$ cat src/rtl/morse_pkg.sv
`default_nettype none
// ============================================================================
// Module   : morse_pkg
// Purpose  : Shared decoder states, letter codes and Morse timing constants.
// Revision : 1.0 - initial release
// ============================================================================
package morse_pkg;

    typedef enum logic [1:0] {
        ST_IDLE  = 2'd0,
        ST_MARK  = 2'd1,
        ST_SPACE = 2'd2,
        ST_FLUSH = 2'd3
    } state_t;

    localparam logic [2:0] LETTER_S = 3'd0;
    localparam logic [2:0] LETTER_T = 3'd1;
    localparam logic [2:0] LETTER_U = 3'd2;
    localparam logic [2:0] LETTER_V = 3'd3;
    localparam logic [2:0] LETTER_W = 3'd4;
    localparam logic [2:0] LETTER_X = 3'd5;
    localparam logic [2:0] LETTER_Y = 3'd6;
    localparam logic [2:0] LETTER_Z = 3'd7;

    localparam int DOT_UNITS   = 1;
    localparam int DASH_UNITS  = 3;
    localparam int LETTER_GAP  = 3;
    localparam int MAX_SYMBOLS = 4;

endpackage
`default_nettype wire

$ cat src/rtl/morse_pattern_lut.sv
`default_nettype none
// ============================================================================
// Module   : morse_pattern_lut
// Purpose  : Maps a (symbol count, dot/dash pattern) pair to a letter code.
// Revision : 1.0 - initial release
// ============================================================================
module morse_pattern_lut
    import morse_pkg::*;
(
    input  logic [2:0] i_count,
    input  logic [3:0] i_pattern,
    output logic [2:0] o_letter,
    output logic       o_match
);

    // Pattern holds dashes as 1, oldest symbol in the highest used bit.
    always_comb begin
        o_letter = LETTER_S;
        o_match  = 1'b0;
        case ({i_count, i_pattern})
            {3'd3, 4'b0000}: begin o_letter = LETTER_S; o_match = 1'b1; end
            {3'd1, 4'b0001}: begin o_letter = LETTER_T; o_match = 1'b1; end
            {3'd3, 4'b0001}: begin o_letter = LETTER_U; o_match = 1'b1; end
            {3'd4, 4'b0001}: begin o_letter = LETTER_V; o_match = 1'b1; end
            {3'd3, 4'b0011}: begin o_letter = LETTER_W; o_match = 1'b1; end
            {3'd4, 4'b1001}: begin o_letter = LETTER_X; o_match = 1'b1; end
            {3'd4, 4'b1011}: begin o_letter = LETTER_Y; o_match = 1'b1; end
            {3'd4, 4'b1100}: begin o_letter = LETTER_Z; o_match = 1'b1; end
            default: ;
        endcase
    end

endmodule
`default_nettype wire

$ cat src/rtl/morse_decoder.sv
`default_nettype none
// ============================================================================
// Module   : morse_decoder
// Purpose  : Tick-sampled serial Morse decoder for the letters S..Z.
// Revision : 1.0 - initial release
// ============================================================================
module morse_decoder
    import morse_pkg::*;
(
    input  logic       clk,
    input  logic       reset,
    input  logic       tick,
    input  logic       in,
    output logic [2:0] letter,
    output logic       valid,
    output logic       error,
    output logic       busy
);

    localparam logic [2:0] c_run_dot   = 3'(DOT_UNITS);
    localparam logic [2:0] c_run_dash  = 3'(DASH_UNITS);
    localparam logic [2:0] c_run_limit = 3'(DASH_UNITS + 1);
    localparam logic [2:0] c_gap_end   = 3'(LETTER_GAP);
    localparam logic [2:0] c_max_sym   = 3'(MAX_SYMBOLS);

    state_t     r_state,   w_state_nxt;
    logic [2:0] r_run,     w_run_nxt;
    logic [2:0] r_gap,     w_gap_nxt;
    logic [2:0] r_count,   w_count_nxt;
    logic [3:0] r_pattern, w_pattern_nxt;
    logic [2:0] r_letter,  w_letter_nxt;
    logic       r_valid,   w_valid_nxt;
    logic       r_error,   w_error_nxt;

    logic [2:0] w_run_inc;
    logic [2:0] w_gap_inc;
    logic [2:0] w_lut_letter;
    logic       w_lut_match;

    assign w_run_inc = (r_run == 3'd7) ? r_run : r_run + 3'd1;
    assign w_gap_inc = (r_gap == 3'd7) ? r_gap : r_gap + 3'd1;

    morse_pattern_lut u_lut (
        .i_count   (r_count),
        .i_pattern (r_pattern),
        .o_letter  (w_lut_letter),
        .o_match   (w_lut_match)
    );

    // The gap counter doubles as the consecutive-zero counter while flushing.
    always_comb begin
        w_state_nxt   = r_state;
        w_run_nxt     = r_run;
        w_gap_nxt     = r_gap;
        w_count_nxt   = r_count;
        w_pattern_nxt = r_pattern;
        w_letter_nxt  = r_letter;
        w_valid_nxt   = 1'b0;
        w_error_nxt   = 1'b0;

        if (tick) begin
            case (r_state)
                ST_IDLE: begin
                    if (in) begin
                        w_state_nxt   = ST_MARK;
                        w_run_nxt     = 3'd1;
                        w_gap_nxt     = 3'd0;
                        w_count_nxt   = 3'd0;
                        w_pattern_nxt = 4'd0;
                    end
                end

                ST_MARK: begin
                    if (in) begin
                        w_run_nxt = w_run_inc;
                        if (w_run_inc == c_run_limit) begin
                            w_error_nxt = 1'b1;
                            w_state_nxt = ST_FLUSH;
                            w_gap_nxt   = 3'd0;
                        end
                    end else if ((r_run != c_run_dot && r_run != c_run_dash) ||
                                 r_count == c_max_sym) begin
                        w_error_nxt = 1'b1;
                        w_state_nxt = ST_FLUSH;
                        w_gap_nxt   = 3'd0;
                    end else begin
                        w_pattern_nxt = {r_pattern[2:0], (r_run == c_run_dash)};
                        w_count_nxt   = r_count + 3'd1;
                        w_run_nxt     = 3'd0;
                        w_gap_nxt     = 3'd1;
                        w_state_nxt   = ST_SPACE;
                    end
                end

                ST_SPACE: begin
                    if (!in) begin
                        w_gap_nxt = w_gap_inc;
                        if (w_gap_inc == c_gap_end) begin
                            w_state_nxt = ST_IDLE;
                            if (w_lut_match) begin
                                w_valid_nxt  = 1'b1;
                                w_letter_nxt = w_lut_letter;
                            end else begin
                                w_error_nxt = 1'b1;
                            end
                        end
                    end else if (r_gap == 3'd1) begin
                        w_state_nxt = ST_MARK;
                        w_run_nxt   = 3'd1;
                    end else begin
                        w_error_nxt = 1'b1;
                        w_state_nxt = ST_FLUSH;
                        w_gap_nxt   = 3'd0;
                    end
                end

                ST_FLUSH: begin
                    if (in) begin
                        w_gap_nxt = 3'd0;
                    end else begin
                        w_gap_nxt = w_gap_inc;
                        if (w_gap_inc == c_gap_end) begin
                            w_state_nxt = ST_IDLE;
                            w_gap_nxt   = 3'd0;
                        end
                    end
                end

                default: w_state_nxt = ST_IDLE;
            endcase
        end
    end

    always_ff @(posedge clk) begin
        if (reset) begin
            r_state   <= ST_IDLE;
            r_run     <= 3'd0;
            r_gap     <= 3'd0;
            r_count   <= 3'd0;
            r_pattern <= 4'd0;
            r_letter  <= LETTER_S;
            r_valid   <= 1'b0;
            r_error   <= 1'b0;
        end else begin
            r_state   <= w_state_nxt;
            r_run     <= w_run_nxt;
            r_gap     <= w_gap_nxt;
            r_count   <= w_count_nxt;
            r_pattern <= w_pattern_nxt;
            r_letter  <= w_letter_nxt;
            r_valid   <= w_valid_nxt;
            r_error   <= w_error_nxt;
        end
    end

    assign letter = r_letter;
    assign valid  = r_valid;
    assign error  = r_error;
    assign busy   = (r_state != ST_IDLE);

endmodule
`default_nettype wire

$ cat config.mk
export PLATFORM = sky130hd
export DESIGN_NAME = morse_decoder
export DESIGN_NICKNAME = d
export VERILOG_FILES = /design/src/rtl/morse_pkg.sv /design/src/rtl/morse_pattern_lut.sv /design/src/rtl/morse_decoder.sv
export SDC_FILE = /design/constraint.sdc
export NUM_CORES = 1
export LEC_CHECK = 0
export CAP_MARGIN = 20
export CORE_AREA = 10 10 63 65
export DETAILED_ROUTE_END_ITERATION = 12
export DIE_AREA = 0 0 73 75
export PLACE_DENSITY = 0.77
export SLEW_MARGIN = 20
export SYNTH_ARGS = -nofsm -noshare
export SYNTH_HDL_FRONTEND = slang
export SYNTH_SLANG_ARGS = --single-unit
$ cat constraint.sdc
create_clock -name clk -period 2.4 [get_ports clk]
set_clock_uncertainty 0.1 [all_clocks]
set_input_delay 0.24 -clock clk [delete_from_list [all_inputs] [get_ports clk]]
set_output_delay 0.24 -clock clk [all_outputs]
set_load 0.02 [all_outputs]
# == After elaboration in Yosys (flattened, before gate mapping) ==
# Cells that the tools add are included.
# classes
n_addsub,3
n_mux,44
n_reduce_logical,14
eq_ne,29
bitwise,4
# ops
operator,n
$mux W3,16
$eq A7 B7 Y1 const B,4
$eq A7 B6 Y1 const B,3
$pmux W3 S7,1
$mux W2,7
$eq A3 B3 Y1 const B,4
$mux W4,3
$ne A2 B2 Y1 const B,6
$pmux W3 S4,1
$mux W1,11
$reduce_and A5 Y1,2
$add A3 B1 Y3 const B,3
$ne A3 B3 Y1 const B,3
$pmux W3 S3,1
$pmux W2 S4,1
$pmux W4 S2,1
$reduce_and A4 Y1,2
$reduce_or A8 Y1,1
$eq A7 B5 Y1 const B,1
$eq A3 B2 Y1 const B,2
$pmux W3 S2,1
$reduce_and A6 Y1,1
$reduce_or A5 Y1,1
$eq A2 B2 Y1 const B,2
12 further kinds,16
# totals
elab_cells,102
ff_bits,20
output_inout_bits,6

# == Logic depth before layout (Yosys ltp) ==
# depth
ltp_word,7
depth_mapped,7

# == Cells and area by module ==
# From an unflattened synthesis, not the netlist that was laid out.
# unflattened
cells_unflattened,179
hier_area_um2,1463.9
# by_module_without_submodules
module,area_per_inst_um2,n_inst,cells_per_inst
morse_decoder,1305.0,1,156
morse_pattern_lut,158.9,1,23

# == Worst setup path after synthesis ==
# OpenSTA, ideal clock, no wires.
# synth_timing
kind,register to register
startpoint,register r_gap[1]
endpoint,register r_letter[1] (netlist: letter[1])
n_path_buf,0
period_less_slack_ns,1.852
stages_incl_launch_ff,7
slack_ns,0.548
t_arrival_ns,1.630
required_ns,2.179
cell_sequence,dfxtp_1 > inv_1 > ha_1 > nor4_4 > nand4_2 > o21bai_2 > mux2_4
# synth_via
elab_chain_cells,4
word_cells_on_any_way,5
# synth_lines
item,line_no,source
from (decl),morse_decoder.sv:28,"logic [2:0] r_gap, w_gap_nxt;"
from (signal assigned),morse_decoder.sv:147,r_gap <= w_gap_nxt;
$add A3 B1 Y3 / $eq A3 B3 Y1 (equally long branches),morse_decoder.sv:41,assign w_gap_inc = (r_gap == 3'd7) ? r_gap : r_gap + 3'd1;
$mux W3 (*),morse_decoder.sv:41,
$eq A3 B2 Y1 (*),morse_decoder.sv:98,if (w_gap_inc == c_gap_end) begin
$reduce_and A5 Y1 (no line) (*),--,
to (signal assigned),morse_decoder.sv:150,r_letter <= w_letter_nxt;
to (decl),morse_decoder.sv:31,"logic [2:0] r_letter, w_letter_nxt;"
# Mark *: on every way between the ends. The rest lies on a longest branch, timed or not.
# A chain may end at the register's enable or synchronous reset.

# == Worst setup path after layout ==
# layout_timing
startpoint,register r_state[0]
endpoint,output busy
# layout_via
elab_chain_cells,1
# layout_lines
item,line_no,source
from (decl),morse_decoder.sv:26,"state_t r_state, w_state_nxt;"
from (signal assigned),morse_decoder.sv:145,r_state <= w_state_nxt;
$reduce_bool A2 Y1,morse_decoder.sv:159,assign busy = (r_state != ST_IDLE);
to (decl),morse_decoder.sv:17,output logic busy
# Every way passes these cells.

==> flow_summary.ini <==
[yosys]
netlist_instances = 178
syn_nets = 194
yosysSeqAreaShare_pct = 25.6
synth_top_area_share_pct = 25.6
synth-edff-count = 0
syn_area_per_cell_um2 = 8.77
ys_top_cells_by_area = dfxtp_1, ha_1, a32o_1, inv_1, a21oi_1
ys.flop_type = dfxtp_1
synth_cell_types = 52
syn_area_um2 = 1560
yosys_warnings = 0
async_flop_share_pct = 0
yosys.area.top_type = dfxtp_1
synth_commonest_cells = dfxtp_1, inv_1, ha_1
yosysMostFrequentCell = dfxtp_1
ys_ff_latch = 20

[setup_path]
worstPathBufferInverterCount = 3
critPathCaptureType = output port
timing.critical_path.cells = inv_1 -> ha_1 -> inv_1 -> clkdlybuf4s50_1
worstSetupStartpointType = register
slowest_delay_ns = 0.61
timing.reg2reg.setup_slack_ns = 0.28
path_depth = 4
slowest_stage = clkdlybuf4s50_1
rr_worst_depth = 6
timing.rr.end = r_run[1]$_SDFFE_PP0P_
worstSetupPathType = reg2out
cp.arrival_ns = 1.93
crit_start = r_state[0]$_SDFFE_PP0P_
critPathMostFrequentCell = inv_1
crit_family = buffers and inverters
r2r-start = r_state[0]$_SDFFE_PP0P_
worstPathMaxFanout = 9
crit_end = busy
critical_path_required_ns = 2.06

[clock_tree]
cts_buffer_depth = 2
post_cts_resized = 0
cts_root_buf = clkbuf_4
htree_levels = 1
cts_setup_buffers = 0
insertion_delay_ns = 0.32
cts_num_sinks = 20
tritoncts = yes
cts_buffers = 3
hold_buffers = 0
clkTransAtPathRegs_ns = 0.13

[grt]
met2_usage_pct = 21.4
first_global_vias = 1294
grt_max_degree = 19
grt_use_total_pct = 14.2
met1_usage_pct = 19.5
busiest_layer = met2
grt_pass1_wl_mm = 6.37
antenna_found_initial = 0
grtUsageMet3_pct = 3.02
grt-ovfl-total = 0

[die]
rows = 19
dieArea_um2 = 5480
start_util_pct = 57.6
die_w_um = 73
io-pin-count = 10
die_y_um = 75
core_um2 = 2710

[placement]
place_congestion = 0.815
placedInstanceArea_um2 = 1680
port_buffers = 9
hpwl_mm = 2.75

[min_path]
hold_depth = 2
hp-class = reg2reg

[timing]
worst_slew_pin_slew_ns = 0.564
setup_viol = 0
rsz0062_at_grt = no
finalCriticalPeriod_ns = 2.27
fin_tns_setup_ns = 0
finalMaxSlewViolations = 0
hold_viol = 0
clock.fmax_mhz = 440
period_share_pct = 94.7
slew_headroom_pct = 62.4
holdWs_ns = 0.390

[routing]
drc = 0
wire_per_inst_um = 17.4
drt_iter0_drc = 170
dr.pass1.iters = 4
dr_total_vias = 1433
viasPerCell = 6.63
ant_nets = 0
wirelength_mm = 3.77

[pwr]
ir_drop_mv = 0.293
p_leak_uw = 0.000642
power_density_nw_per_um2 = 465

[finish]
finalNetCount = 202
diodes = 0
syn_to_final_growth_pct = 10.7
final_area_um2 = 1730
layout-drive-gt1-share_pct = 10.8
multi_input_area_um2 = 1070
nFillCells = 248
regArea_um2 = 400

[status]
run_status = finished, final reports clean

[job]
max_cap_violations = 0
-- cell type report --
class	count	share of cell area (%)
tap	31	2.24
clock buffer	3	1.30
clock inverter	1	1.74
sequential	20	23.2
timing repair buffer	13	6.95
inverter	13	2.82
multi-input combinational	135	61.8
-- through the flow --
step | std cells | utilization [%] | total power [uW] | setup WS [ns]
floorplan | 178 | - | 473 | 0.548
global placement | 212 | 61.8 | 512 | 0.377
detailed placement | 212 | 61.8 | 516 | 0.333
CTS | 216 | 63.8 | 802 | 0.163
global route | 216 | 63.8 | 842 | 0.0505
finish | 216 | 63.8 | 803 | 0.128
-- power breakdown --
part,switching [uW],leakage (uW),internal (uW),total (uW)
registers,7.61,0.000161,338,345
logic,102,0.000452,66.1,168
clock network,121,0.0000279,169,290
total,230,0.000642,573,803
-- registers in the layout, summed over array words and instances, names as in the netlist --
signal / cells
r_gap: 3
letter: 3
valid: 1
r_run: 3
r_state: 2
error: 1
r_count: 3
r_pattern: 4
-- worst min-delay path: cells and delay by family (launching register included) --
kind,cells,cell delay (ns)
AO/OA/AOI/OAI,1,0.06
AND/OR/NAND/NOR,1,0.06
flip-flops,1,0.33
-- cells by family (layout without fill, tap and decap cells) --
logic type	after synthesis	after routing	synth area share [%]
xor gates and xnor gates	1	1	0.561
AOI/OAI and AO/OA	66	66	34.6
adders and majority gates	12	12	9.62
muxes	5	5	3.69
buffers and inverters	23	30	6.01
DFF	20	20	25.6
and+or+nand+nor	51	51	19.9
-- worst min-delay path by stage --
stage	startpoint	endpoint	slack [ns]
floorplan	tick	r_count[0]$_SDFFE_PP0P_	0.35
global placement	letter[2]$_SDFFE_PP0P_	letter[2]$_SDFFE_PP0P_	0.37
detailed placement	letter[2]$_SDFFE_PP0P_	letter[2]$_SDFFE_PP0P_	0.38
CTS	letter[2]$_SDFFE_PP0P_	letter[2]$_SDFFE_PP0P_	0.40
global route	letter[2]$_SDFFE_PP0P_	letter[2]$_SDFFE_PP0P_	0.46
finish	letter[2]$_SDFFE_PP0P_	letter[2]$_SDFFE_PP0P_	0.39
-- layout by cell type (no fill, tap or decap), drive strengths merged, types with 2 or more instances in the layout --
cell type and instances:
a32o 8, nor4b 2, o2bb2ai 2, nand3b 3, a31oi 3, a21o 2, dfxtp 20, nor3 4
and2 3, a41oi 2, clkbuf 3, inv 13, nand2 10, o31ai 2, a221oi 2, a211o 3
o21ai 3, nand2b 5, mux2 3, clkdlybuf4s50 9, ha 12, a311oi 2, a22oi 2, a22o 5
nand4 2, a21oi 11, mux2i 2, o221ai 2, buf 4, o311a 2, o21a 3, nor2 8
o211ai 5, nor2b 7
-- routing by layer --
| layer | vias up | part of all wire (%) |
|---|---|---|
| met5 | - | 0 |
| met4 | 0 | 1.6 |
| met3 | 7 | 6.2 |
| met2 | 57 | 45 |
| li1 | 696 | - |
| met1 | 673 | 47 |
Note: power is estimated with default switching activity, not from simulation.
